File: config.mk
export PLATFORM = sky130hd
export DESIGN_NAME = mat_mult_loader
export DESIGN_NICKNAME = d
export VERILOG_FILES = /design/src/rtl/mat_mult_loader.sv
export SDC_FILE = /design/constraint.sdc
export NUM_CORES = 1
export LEC_CHECK = 0
export BUFFER_PORTS_ARGS = -buffer_cell sky130_fd_sc_hd__buf_4
export CAP_MARGIN = 5
export CORE_AREA = 10 10 106 108
export CTS_CLUSTER_DIAMETER = 40
export DETAILED_ROUTE_END_ITERATION = 10
export DIE_AREA = 0 0 116 118
export PLACE_DENSITY = 0.78
export SYNTH_ARGS = -nofsm -noshare
export SYNTH_HDL_FRONTEND = slang
export SYNTH_SLANG_ARGS = --single-unit
File: constraint.sdc
create_clock -name clk -period 3.6 [get_ports clk]
set_input_delay 0.18 -clock clk [delete_from_list [all_inputs] [get_ports clk]]
set_output_delay 0.18 -clock clk [all_outputs]
set_load 0.005 [all_outputs]
File: src/rtl/mat_mult_loader.sv
// Load-then-run front end for the 3x3 matrix-multiply core: streams A and B into
// data memory row-major, then steps the core's pc from -4 up to the halt address.
module mat_mult_loader #(
   parameter int DW      = 32,
   parameter int N       = 3,
   parameter int BASE_A  = 0,
   parameter int BASE_B  = 36,
   parameter int HALT_PC = 356
) (
   input  logic          clk,
   input  logic          rst_n,
   input  logic          start,
   input  logic          in_valid,
   input  logic [DW-1:0] in_data,
   output logic          in_ready,
   output logic          mem_we,
   output logic [31:0]   mem_addr,
   output logic [DW-1:0] mem_wdata,
   output logic [31:0]   pc,
   output logic          running,
   output logic          halted
);

   localparam int            NE      = N * N;
   localparam int            CW      = (NE > 1) ? $clog2(NE) : 1;
   localparam logic [CW-1:0] LAST    = CW'(NE - 1);
   localparam logic [31:0]   PC_INIT = 32'hFFFF_FFFC;
   localparam logic [31:0]   A_BASE  = 32'(BASE_A);
   localparam logic [31:0]   B_BASE  = 32'(BASE_B);
   localparam logic [31:0]   PC_STOP = 32'(HALT_PC);

   typedef enum logic [2:0] {
      IDLE,
      LOAD_A,
      LOAD_B,
      RUN,
      HALT
   } state_t;

   state_t        state;
   logic [CW-1:0] cnt;
   logic          accept;

   assign accept = in_valid & in_ready;

   // Byte address of element idx within a matrix starting at base.
   function automatic logic [31:0] elem_addr(input logic [31:0] base,
                                             input logic [CW-1:0] idx);
      return base + {{(30 - CW){1'b0}}, idx, 2'b00};
   endfunction

   always_ff @(posedge clk or negedge rst_n) begin
      if (!rst_n) begin
         state     <= IDLE;
         cnt       <= '0;
         in_ready  <= 1'b0;
         mem_we    <= 1'b0;
         mem_addr  <= '0;
         mem_wdata <= '0;
         pc        <= PC_INIT;
         running   <= 1'b0;
         halted    <= 1'b0;
      end else begin
         mem_we <= 1'b0;
         case (state)
            IDLE: begin
               if (start) begin
                  state    <= LOAD_A;
                  cnt      <= '0;
                  in_ready <= 1'b1;
               end
            end

            LOAD_A: begin
               if (accept) begin
                  mem_we    <= 1'b1;
                  mem_addr  <= elem_addr(A_BASE, cnt);
                  mem_wdata <= in_data;
                  if (cnt == LAST) begin
                     state <= LOAD_B;
                     cnt   <= '0;
                  end else begin
                     cnt <= cnt + CW'(1);
                  end
               end
            end

            // The last B write lands in the first RUN cycle while pc is still -4.
            LOAD_B: begin
               if (accept) begin
                  mem_we    <= 1'b1;
                  mem_addr  <= elem_addr(B_BASE, cnt);
                  mem_wdata <= in_data;
                  if (cnt == LAST) begin
                     state    <= RUN;
                     cnt      <= '0;
                     in_ready <= 1'b0;
                     running  <= 1'b1;
                  end else begin
                     cnt <= cnt + CW'(1);
                  end
               end
            end

            RUN: begin
               pc <= pc + 32'd4;
               if (pc + 32'd4 == PC_STOP) begin
                  state   <= HALT;
                  running <= 1'b0;
                  halted  <= 1'b1;
               end
            end

            HALT: begin
               if (start) begin
                  state    <= LOAD_A;
                  cnt      <= '0;
                  pc       <= PC_INIT;
                  halted   <= 1'b0;
                  in_ready <= 1'b1;
               end
            end

            default: state <= IDLE;
         endcase
      end
   end

endmodule

## Word level (Yosys, flattened, before mapping)

Index checks and enable logic that the tools add are counted.

| storage, ports and cells | value |
|---|---|
| register bits after elaboration | 107 |
| input bits | 36 |
| output and inout bits | 100 |
| word-level logic and storage cells | 72 |

| operators by class | value |
|---|---|
| add/subtract/negate cells | 3 |
| equality and inequality tests | 14 |
| muxes and demuxes | 29 |
| bitwise gates (word level) | 1 |
| reduce and logical (&&, ||, !) cells | 16 |

Operators with widths:

| cell | count |
|---|---|
| $pmux W32 S2 | 2 |
| $mux W32 | 3 |
| $add A32 B3 Y32 const B | 1 |
| $eq A32 B9 Y1 const B | 1 |
| $mux W3 | 6 |
| $mux W4 | 3 |
| $ne A2 B2 Y1 const B | 6 |
| $pmux W3 S4 | 1 |
| $mux W1 | 10 |
| $reduce_bool A2 Y1 | 5 |
| $reduce_and A3 Y1 | 3 |
| $pmux W4 S2 | 1 |
| $reduce_and A4 Y1 | 2 |
| $add A6 B6 Y7 const A | 1 |
| $eq A3 B2 Y1 const B | 2 |
| $pmux W1 S2 | 3 |
| $reduce_and A6 Y1 | 1 |
| $add A4 B1 Y4 const B | 1 |
| $eq A4 B4 Y1 const B | 1 |
| $ne A2 B1 Y1 const B | 2 |
| $reduce_and A2 Y1 | 2 |
| $reduce_or A2 Y1 | 2 |
| $eq A3 B1 Y1 const B | 1 |
| $eq A3 B3 Y1 const B | 1 |
| 2 further kinds | 2 |

## Longest topological paths before layout

Gate-level depths: netlist of run 1.

| logic depth | value |
|---|---|
| depth after elaboration | 4 |
| mapped depth | 10 |

## Least setup slack after synthesis of run 1

Ideal clock, no wire load.

| path | value |
|---|---|
| path type | register to register |
| start | register pc[6] |
| end | register state[0] |
| setup time | 0.124 ns |
| arrival | 2.504 ns |
| path slack | 0.972 ns |
| cell stages (with the launch flop) | 11 |
| clock period less this slack | 2.628 ns |
| path through | dfstp_2 buf_2 and3_1 buf_2 nand4_1 nor4_1 mux2_2 o21ai_0 nand4_2 o211ai_1 nand2_1 |

| between the ends | value |
|---|---|
| cells in the longest elaborated chain, start to end | 4 |

RTL lines:

| item | RTL line | RTL |
|---|---|---|
| from (decl) | 19 | `output logic [31:0] pc,` |
| from (signal assigned) | 106 | `pc <= pc + 32'd4;` |
| $add A32 B3 Y32 | 107 | `if (pc + 32'd4 == PC_STOP) begin` |
| $eq A32 B9 Y1 | 107 |  |
| $ne A2 B2 Y1 (no source line) | - |  |
| $reduce_and A6 Y1 (no source line) | - |  |
| to (signal assigned) | 108 | `state <= HALT;` |
| to (signal assigned) | 116 | `state <= LOAD_A;` |
| to (signal assigned) | 124 | `default: state <= IDLE;` |
| to (decl) | 40 | `state_t state;` |

No other way between the ends.
A chain may end at the register's enable or synchronous reset.

## Final worst setup path of run 1

| path | value |
|---|---|
| start | register pc[2] |
| end | register running |

| between the ends | value |
|---|---|
| cells in the longest elaborated chain, start to end | 4 |

RTL lines:

| item | RTL line | RTL |
|---|---|---|
| $add A32 B3 Y32 | 107 |  |
| $eq A32 B9 Y1 | 107 |  |
| $ne A2 B2 Y1 (no source line) | - |  |
| $reduce_and A4 Y1 (no source line) | - |  |
| to (signal assigned) | 61 | `running <= 1'b0;` |
| to (signal assigned) | 98 | `running <= 1'b1;` |
| to (signal assigned) | 109 | `running <= 1'b0;` |
| to (decl) | 20 | `output logic running,` |

No other way between the ends.

==> results of run 1 <==
==> critical path, delay by kind of cell (launching register included) <==
kind                     cells  cell delay, ps
buffers and inverters        1             210
AND/OR/NAND/NOR              5            1040
flip-flops                   1             630
AO/OA/AOI/OAI                3             630
adder cells (fa/ha/maj)      1             310
==> report_power, final <==
part	switching [W]	leakage (nW)	total (W)	internal, W
combinational	0.00106	1.47	0.00211	0.00104
clock	0.000329	0.103	0.000718	0.000390
sequential	0.000403	0.890	0.00170	0.00130
total	0.00179	2.46	0.00452	0.00273
==> through the flow <==
step | total power [W] | setup slack (ps) | utilization | instances
floorplan | 0.00297 | 972 | - | 507
global placement | 0.00374 | 738 | 0.577 | 672
detailed placement | 0.00382 | 657 | 0.577 | 672
CTS | 0.00455 | 645 | 0.601 | 687
global route | 0.00488 | 341 | 0.601 | 687
finish | 0.00452 | 628 | 0.601 | 687
==> metal layers <==
layer  global-route usage  vias to the layer above  part of all wire
met2                0.277                      170              0.47
met3               0.0851                       16              0.12
met1                0.199                     1831              0.40
met5                    0                        -                 0
met4               0.0595                        0             0.012
li1                     -                     1853                 -
==> state kept, by name (all words and copies together) (netlist names) <==
name / count
mem_wdata: 32
pc: 30
mem_addr: 5
cnt: 4
state: 3
halted: 1
in_ready: 1
mem_we: 1
running: 1
==> cells by family after synthesis <==
family,after synthesis,synth area share
compound gates,110,0.144
simple gates,175,0.209
flops,78,0.432
other cells,1,0.000814
xor+xnor,9,0.0171
mux,35,0.0850
buf+inv,67,0.101
fa+ha+maj,4,0.0109
==> placed cells by master (no fill, tap or decap), types with 7 or more instances in the layout <==
| master | n |
|---|---|
| nor3_1 | 7 |
| nor4_1 | 7 |
| nor2_1 | 32 |
| nand2_1 | 48 |
| dfstp_2 | 30 |
| inv_1 | 8 |
| mux2_2 | 33 |
| nand4_1 | 17 |
| dfrtp_1 | 48 |
| buf_4 | 112 |
| clkbuf_8 | 9 |
| o21ai_0 | 43 |
| conb_1 | 29 |
| nand3_1 | 20 |
| a31oi_1 | 7 |
| a21oi_1 | 31 |
==> layout make-up <==
class,instances,area [sq um]
Tap cell,111,139
Multi-Input combinational cell,362,2260
Fill cell,774,3640
Inverter,9,33.8
Clock inverter,5,85.1
Clock buffer,10,128
Timing Repair Buffer,112,841
Sequential cell,78,1990
==> cell usage after synthesis, drive strengths merged (2+ instances only) <==
cell	n
nand2b	2
nor3b	2
ha	4
nand2	49
dfrtp	48
and3	7
and4	5
a21oi	31
nor2	32
mux2	33
o22ai	2
nor4	8
and2	5
or3	5
nand3	23
o31ai	6
xnor2	4
inv	8
o22a	3
xor2	5
nor3	8
dfstp	30
mux2i	2
buf	38
nor2b	2
nor4b	2
nand4	19
o21ai	45
a31oi	7
clkbuf	19
nand3b	2
or2	2
a22o	3
==> path summary, 6_finish.rpt <==
path	start	end	slack [ps]	cells past startpoint
max	pc[2]$_DFFE_PN1P_	running$_DFFE_PN0P_	630	10
min	rst_n	in_ready$_DFFE_PN0P_	-20	1
max reg2reg	pc[2]$_DFFE_PN1P_	running$_DFFE_PN0P_	630	10
min reg2reg	mem_wdata[14]$_DFFE_PN0P_	mem_wdata[14]$_DFFE_PN0P_	510	1
max in group asynchronous	rst_n	mem_wdata[27]$_DFFE_PN0P_	3000	1
min in group clk	in_data[31]	mem_wdata[31]$_DFFE_PN0P_	60	2
==> metrics.cfg, run 1 <==
[setup_path]
crit_chain = ha_1 > nand3_4 > nor4_4 > buf_4 > nand2_2 > or3_4 > a2111oi_4 > nand4_2 > o21ai_1 > a21oi_1
required_ps = 3800
arrival_ps = 3180
cp_slowest_cell = dfstp_2
start_kind = register
critPathMaxStageDelay_ps = 630
crit_path_end_kind = register
crit_path_max_fanout = 12
path_class = register to register

[synth]
syn_inst = 479
synth-warning-count = 0
yosysUniqueCellTypes = 68
syn_area_sq_mm = 0.00461
postSynthAreaPerCell_sq_um = 9.62
synth_edf_count = 0
synthArstFlopShare = 1.00
synth_top_area_cell = dfrtp_1
ys_top_cells_by_area = dfrtp_1 26%, dfstp_2 17%, mux2_2 8.1%
ys.flop_type = dfrtp_1
synth_top_area_share = 0.261
synth-seq-cells = 78
ys_seq_area_frac = 0.432

[cts]
hold_buffers = 0
insertion_delay_ps = 340
numCtsBuffers = 9
h-tree-depth = 3
cts_buffer_depth = 2
post_cts_resized = 0
cts_sinks = 78
cts_root_buf = clkbuf_8
cts_tree = yes
post_cts_buffers = 0
clk_pin_slew_worst_paths_ps = 90

[floorplan]
initial_core_util = 0.506
die_area_sq_mm = 0.0137
fp.dieW_um = 116
core_area_sq_mm = 0.00911
placementRows = 35
boundaryPins = 136
dieHeight_um = 118

[grt]
antenna_found_initial = 0
grt_start_max_net_pins = 79
grt_overflow = 0
grt_first_pass_wirelength_mm = 19.7
grt_usage = 0.175
grt_pass1_vias = 3949

[power]
power_density_mw_per_mm2 = 827
leakage_nw = 2.46
peakVddDrop_mv = 0.421

[timing]
finalSetupViolCount = 0
worstMarginPinSlew_ps = 1140
finalSetupTns_ps = 0
rsz0062_at_grt = no
max_slew_margin = 0.237
max_freq_mhz = 336
fin_crit_sh = 0.826
finClkSkew_ps = 13.5
finalHoldViolCount = 5
slew_violations = 0
layout_min_cycle_time_ps = 2970
hold_ws_ps = -21.1

[cells_and_area]
diodes = 0
drive_above_1_share = 0.356
final_nets = 612
synthToLayoutAreaGrowth_pct = 18.8
fin_area_sq_mm = 0.00547

[detailed_routing]
vias = 3870
drt_iter0_markers = 228
wirelength_mm = 12.2
via_per_inst = 5.63
detail_route.wl_per_cell_um = 17.7
drt_pass1_iterations = 5
drc = 0
ant_nets = 0

[outcome]
violations = negative hold slack
status = complete, but fails checks

[flow_run]
maxCapViolations = 0

[placed_design]
portBuffers = 106
place_area_sq_mm = 0.00526
dpl.hpwl_mm = 9.00
place_congestion = 0.877

[worst_hold_path]
hold_path_class = input pin to asynchronous set/reset pin

Note: power is estimated with default switching activity, not from simulation.
==> inputs of run 2 (changes only) <==
- ABC_AREA: not set -> 1
- CORE_AREA: 10 10 106 108 -> 10 10 109 111
- DIE_AREA: 0 0 116 118 -> 0 0 119 121
- PLACE_DENSITY: 0.78 -> 0.76
- clock period: 3.6 -> 2.47 ns (I/O delays scaled with it)
==> metrics.cfg, run 2 <==
[outcome]
status = complete, no violations

[floorplan]
die_area_sq_mm = 0.0144  ; +5.2%
core_area_sq_mm = 0.00964  ; +5.8%
placementRows = 36  ; +2.9%
boundaryPins = 136  ; unchanged
dieHeight_um = 121  ; +2.5%
fp.dieW_um = 119  ; +2.6%
initial_core_util = 0.467  ; -0.0390

[synth]
ys_seq_area_frac = 0.442  ; +0.0103
yosysUniqueCellTypes = 30  ; -56%
synth-seq-cells = 78  ; unchanged
synth_edf_count = 0  ; unchanged
synth_top_area_cell = dfrtp_1
syn_inst = 624  ; +30%
synth_top_area_share = 0.267  ; +0.00624
postSynthAreaPerCell_sq_um = 7.21  ; -25%
synthTopCellsByCount = 236 x nand2_1, 73 x inv_1, 63 x nor2_1
syn_area_sq_mm = 0.00450  ; -2.3%
synth.most_common_cell = nand2_1
synthArstFlopShare = 1.00  ; unchanged
ys.flop_type = dfrtp_1
ys_top_cells_by_area = dfrtp_1 27%, nand2_1 20%, dfstp_2 18%
synth-warning-count = 0  ; unchanged

[cells_and_area]
largest_reg_flops = 32  ; unchanged
reg_top3 = mem_wdata (32), pc (30), mem_addr (5)
final_cells = 914  ; +33%
fin_area_sq_mm = 0.00610  ; +12%
drive_above_1_share = 0.264  ; -0.0921
synthToLayoutAreaGrowth_pct = 35.7
fillers = 787  ; +1.7%
layout_commonest_cell = nand2_1
final_cell_mix = 230 x nand2_1, 120 x buf_4, 73 x inv_1
final_nets = 816  ; +33%
diodes = 0  ; unchanged
top_register = mem_wdata

[setup_path]
crit_chain = buf_6 > nand2_2 > nor2_4 > nand2_4 > nor2_4 > nand2_1 > nand2_1 > nand2_2 > nor2_1 > nand2_2 > nor2_4 > nand3_2 > nand2_4 > nand2_2 > nand2_1 > nand2_1
arrival_ps = 2590  ; -590 ps
path_class = register to register
start_kind = register
ff2ff_setup_slack_ps = 120  ; -500 ps
worst-r2r-cell-count = 16  ; +6
r2r-end = state[0]$_DFFE_PN0P_
critPathMaxStageDelay_ps = 600  ; -30 ps
reg2reg_from = pc[3]$_DFFE_PN1P_
crit_path_max_fanout = 5  ; -7
cp_slowest_cell = dfstp_2
required_ps = 2710  ; -1090 ps
crit_path_end_kind = register

[grt]
grt_start_max_net_pins = 79  ; unchanged
grt_pass1_vias = 4570  ; +16%
grt_overflow = 0  ; unchanged
antenna_found_initial = 0  ; unchanged
grt_first_pass_wirelength_mm = 22.0  ; +12%
grt_usage = 0.181  ; +0.00670

[timing]
finalSetupViolCount = 0  ; unchanged
hold_ws_ps = 53.3  ; +74.5 ps
slew_violations = 0  ; unchanged
finClkSkew_ps = 14.9  ; +1.41 ps
post-route-worst-setup-slack_ps = 124  ; -504 ps
fin_crit_sh = 0.950  ; +0.124
max_slew_margin = 0.370  ; +0.133
layout_min_cycle_time_ps = 2350  ; -626 ps
worstMarginPinSlew_ps = 945  ; -193 ps
max_freq_mhz = 426  ; +27%
finalSetupTns_ps = 0  ; unchanged
finalHoldViolCount = 0  ; -5

[cts]
clk_pin_slew_worst_paths_ps = 90  ; about the same
cts_sinks = 78  ; unchanged
cts_root_buf = clkbuf_8
cts_tree = yes
h-tree-depth = 3  ; unchanged
cts_buffer_depth = 2  ; unchanged
numCtsBuffers = 9  ; unchanged
insertion_delay_ps = 350  ; about the same

[placed_design]
place_ws_ps = 104  ; -553 ps
portBuffers = 106  ; unchanged
place_congestion = 0.931  ; +6.1%
place_inst = 857  ; +28%
place_area_sq_mm = 0.00536  ; +2.0%
dpl.hpwl_mm = 9.54  ; +5.9%

[detailed_routing]
drc = 0  ; unchanged
via_per_inst = 4.97  ; -12%
drt_pass1_iterations = 4  ; -1
ant_nets = 0  ; unchanged
detail_route.wl_per_cell_um = 14.8  ; -16%
vias = 4546  ; +17%
wirelength_mm = 13.6  ; +11%
drt_iter0_markers = 322  ; +41%

[worst_hold_path]
hold_path_class = input pin to register
worstHoldEndpoint = state[2]$_DFFE_PN0P_
min_from = start
hold_depth = 3

[power]
peakVddDrop_mv = 0.522  ; +24%
leakage_nw = 3.22  ; +31%
power_density_mw_per_mm2 = 1180  ; +43%

[flow_run]
maxCapViolations = 0  ; unchanged

-- run 2: cell types whose count changed after synthesis, moves of 7 or more --
cell      delta
nor4_1       -7
mux2_2      -33
clkbuf_1    -10
o22ai_1     +21
nand4_1     -12
nor2_1      +31
a21oi_1     -27
o21ai_0     -21
nand2_1    +188
nand2_2      +8
inv_1       +65
-- run 2: worst max-delay path by stage --
| stage | from | endpoint | slack, ps | depth (start not counted) |
|---|---|---|---|---|
| finish | pc[3]$_DFFE_PN1P_ | state[0]$_DFFE_PN0P_ | 120 | 16 |
| global route | pc[3]$_DFFE_PN1P_ | state[0]$_DFFE_PN0P_ | -40 | 15 |
| CTS | pc[3]$_DFFE_PN1P_ | state[1]$_DFFE_PN0P_ | 80 | 16 |
| detailed placement | pc[3]$_DFFE_PN1P_ | state[1]$_DFFE_PN0P_ | 100 | 16 |
| global placement | pc[3]$_DFFE_PN1P_ | state[0]$_DFFE_PN0P_ | 240 | 16 |
| floorplan | pc[3]$_DFFE_PN1P_ | state[0]$_DFFE_PN0P_ | 400 | 16 |
-- run 2: final cells by class --
type | count | area, sq um | area share
Multi-Input combinational cell | 457 | 2160 | 0.353
Tap cell | 133 | 166 | 0.0273
Clock buffer | 9 | 124 | 0.0203
Inverter | 75 | 284 | 0.0465
Clock inverter | 7 | 121 | 0.0199
Sequential cell | 78 | 1990 | 0.326
Timing Repair Buffer | 155 | 1260 | 0.207
-- run 2: logic make-up (layout without fill, tap and decap cells) --
logic type / after synthesis / in the layout / share of synthesized area
simple gates: 364 / 364 / 0.341
buf+inv: 117 / 246 / 0.124
flops: 78 / 78 / 0.442
compound gates: 54 / 54 / 0.0690
xor+xnor: 6 / 6 / 0.0117
fa+ha+maj: 4 / 4 / 0.0111
other cells: 1 / 29 / 0.000833
-- run 2: per-stage QoR --
step                      power (W)   util
after floorplan             0.00433      -
after global placement      0.00560  0.556
after detailed placement    0.00572  0.556
after CTS                   0.00699  0.616
after global routing        0.00777  0.633
final                       0.00719  0.633
-- run 2: timing repair --
item,CTS,global route
hold endpoints to repair,80,0
buffers inserted,0,8
gates resized for setup,0,28
endpoints found under the setup margin,0,4
hold buffers,33,0
-- run 2: metal layers --
layer,track usage,vias to the layer above,part of all wire
met5,0,-,0
li1,-,2185,-
met4,0.0580,0,0.018
met1,0.202,2129,0.40
met2,0.305,206,0.47
met3,0.0814,26,0.11
-- run 2: report_power, final --
group | total (W) | leakage [nW] | internal (W) | switching [W]
registers | 0.00238 | 0.926 | 0.00188 | 0.000494
clock network | 0.00120 | 0.119 | 0.000677 | 0.000519
logic | 0.00362 | 2.18 | 0.00148 | 0.00214
-- run 2: critical path, delay by kind of cell, from the launching register on --
| kind | cells | cell delay [ps] |
|---|---|---|
| simple gates | 15 | 1520 |
| flops | 1 | 600 |
| buf+inv | 1 | 110 |
==> inputs of run 3 (changes only) <==
- PLACE_DENSITY: 0.76 -> 0.72
==> metrics.cfg, run 3 (synthesis results as in run 2) <==
[grt]
grt_start_max_net_pins = 69  ; -13%
grt_first_pass_wirelength_mm = 21.7  ; -1.6%
grt_usage = 0.178  ; -0.00328
grt_pass1_vias = 4501  ; -1.5%
antenna_found_initial = 0  ; unchanged
grt_overflow = 0  ; unchanged

[timing]
finalSetupViolCount = 0  ; unchanged
max_freq_mhz = 425  ; -0.30%
worstMarginPinSlew_ps = 851  ; -94.1 ps
post-route-worst-setup-slack_ps = 117  ; -6.97 ps
finClkSkew_ps = 7.93  ; -6.98 ps
finalSetupTns_ps = 0  ; unchanged
slew_violations = 0  ; unchanged
rsz0062_at_grt = yes
fin_crit_sh = 0.952  ; +0.00282
layout_min_cycle_time_ps = 2350  ; +6.98 ps
hold_ws_ps = 32.1  ; -21.3 ps
max_slew_margin = 0.433  ; +0.0627
finalHoldViolCount = 0  ; unchanged

[floorplan]
fp.dieW_um = 119  ; unchanged
die_area_sq_mm = 0.0144  ; unchanged
boundaryPins = 136  ; unchanged
placementRows = 36  ; unchanged
core_area_sq_mm = 0.00964  ; unchanged
initial_core_util = 0.467  ; unchanged
dieHeight_um = 121  ; unchanged

[cells_and_area]
register_area_sq_mm = 0.00199  ; unchanged
final_cells = 920  ; +0.66%
diodes = 0  ; unchanged
synthToLayoutAreaGrowth_pct = 35.3
layout_commonest_cell = nand2_1
final_nets = 822  ; +0.74%
multi_input_area_sq_mm = 0.00214  ; -0.70%
fillers = 822  ; +4.4%
top_register = mem_wdata
final_cell_mix = 231 x nand2_1, 125 x buf_4, 73 x inv_1
largest_reg_flops = 32  ; unchanged
reg_top3 = mem_wdata (32), pc (30), mem_addr (5)
drive_above_1_share = 0.266  ; +0.00180

[detailed_routing]
via_per_inst = 4.93  ; -0.87%
ant_nets = 0  ; unchanged
drt_iter0_markers = 239  ; -26%
vias = 4536  ; -0.22%
detail_route.wl_per_cell_um = 14.7  ; -1.2%
wirelength_mm = 13.5  ; -0.59%
drt_pass1_iterations = 5  ; +1
drc = 0  ; unchanged

[power]
leakage_nw = 3.25  ; +0.75%
power_density_mw_per_mm2 = 1150  ; -2.6%
peakVddDrop_mv = 0.548  ; +4.9%

[placed_design]
place_ws_ps = 160  ; +56.3 ps
portBuffers = 106  ; unchanged
place_congestion = 0.911  ; -2.2%
dpl.hpwl_mm = 9.49  ; -0.48%
place_inst = 859  ; +0.23%

[cts]
clk_pin_slew_worst_paths_ps = 80  ; about the same
cts_buffer_depth = 2  ; unchanged
insertion_delay_ps = 360  ; about the same
numCtsBuffers = 9  ; unchanged
cts_tree = yes
h-tree-depth = 3  ; unchanged
cts_sinks = 78  ; unchanged
cts_root_buf = clkbuf_8

[setup_path]
start_kind = register
crit_top_cell = nand2_1
crit_path_max_fanout = 7  ; +2
crit_path_end_kind = register
arrival_ps = 2600  ; about the same
path_class = register to register
required_ps = 2720  ; about the same
crit_chain = ha_4 > nand2_4 > nor2_4 > buf_6 > nand3b_1 > nand2_1 > nand2_1 > nor2_1 > nand3_1 > nor2_1 > nand3_1 > nand2_2 > nand2_2 > nand2_1 > nand2_1
critPathMaxStageDelay_ps = 590  ; about the same
cp_slowest_cell = dfstp_2

[flow_run]
maxCapViolations = 0  ; unchanged

[outcome]
status = complete, no violations

[worst_hold_path]
hold_path_class = input pin to register

==> run 3: layout make-up <==
class / count / area share
Clock inverter: 7 / 0.0121
Sequential cell: 78 / 0.327
Multi-Input combinational cell: 457 / 0.352
Timing Repair Buffer: 161 / 0.215
Clock buffer: 9 / 0.0203
Inverter: 75 / 0.0462
Tap cell: 133 / 0.0273
==> run 3: repair_timing <==
action / in CTS / in global routing
hold buffers: 33 / 0
endpoints found under the hold margin: 80 / 0
gates resized for setup: 0 / 25
setup endpoints to repair: 0 / 4
buffers inserted: 0 / 12
==> run 3: power by group <==
| part | total, W | internal, W | switching (W) |
|---|---|---|---|
| Combinational | 0.00363 | 0.00152 | 0.00212 |
| Clock | 0.000982 | 0.000471 | 0.000512 |
| Sequential | 0.00237 | 0.00188 | 0.000485 |
==> run 3: worst paths after layout <==
check                                    startpoint                        to  slack, ps  depth (start not counted)
max                               pc[3]$_DFFE_PN1P_      state[0]$_DFFE_PN0P_        120                         15
min                                           start      state[2]$_DFFE_PN0P_         30                          3
max reg2reg                       pc[3]$_DFFE_PN1P_      state[0]$_DFFE_PN0P_        120                         15
min reg2reg                mem_wdata[0]$_DFFE_PN0P_  mem_wdata[0]$_DFFE_PN0P_        490                          2
max in group asynchronous                     rst_n         pc[9]$_DFFE_PN1P_       1320                          3
min in group asynchronous                     rst_n  mem_wdata[6]$_DFFE_PN0P_        420                          2
==> run 3: worst max-delay path, delay by kind of cell (launching register included) <==
kind,cells,cell delay (ps)
and+or+nand+nor,13,1320
DFF,1,590
adders and majority gates,1,170
buffers and inverters,1,150
==> run 3: per-layer routing <==
| metal | wire length [um] | global-route usage | up-vias | part of all wire |
|---|---|---|---|---|
| met4 | 303 | 0.0511 | 0 | 0.022 |
| met2 | 6470 | 0.297 | 191 | 0.48 |
| met3 | 1440 | 0.0740 | 31 | 0.11 |
| li1 | - | - | 2194 | - |
| met1 | 5270 | 0.206 | 2120 | 0.39 |
| met5 | 0 | 0 | - | 0 |
==> run 3: through the flow <==
step | cell area [sq um] | total power (W) | utilization
floorplan | 4600 | 0.00433 | -
global route | 6090 | 0.00763 | 0.631
detailed placement | 5380 | 0.00572 | 0.558
finish | 6090 | 0.00699 | 0.631
CTS | 5910 | 0.00676 | 0.613
global placement | 5380 | 0.00562 | 0.558
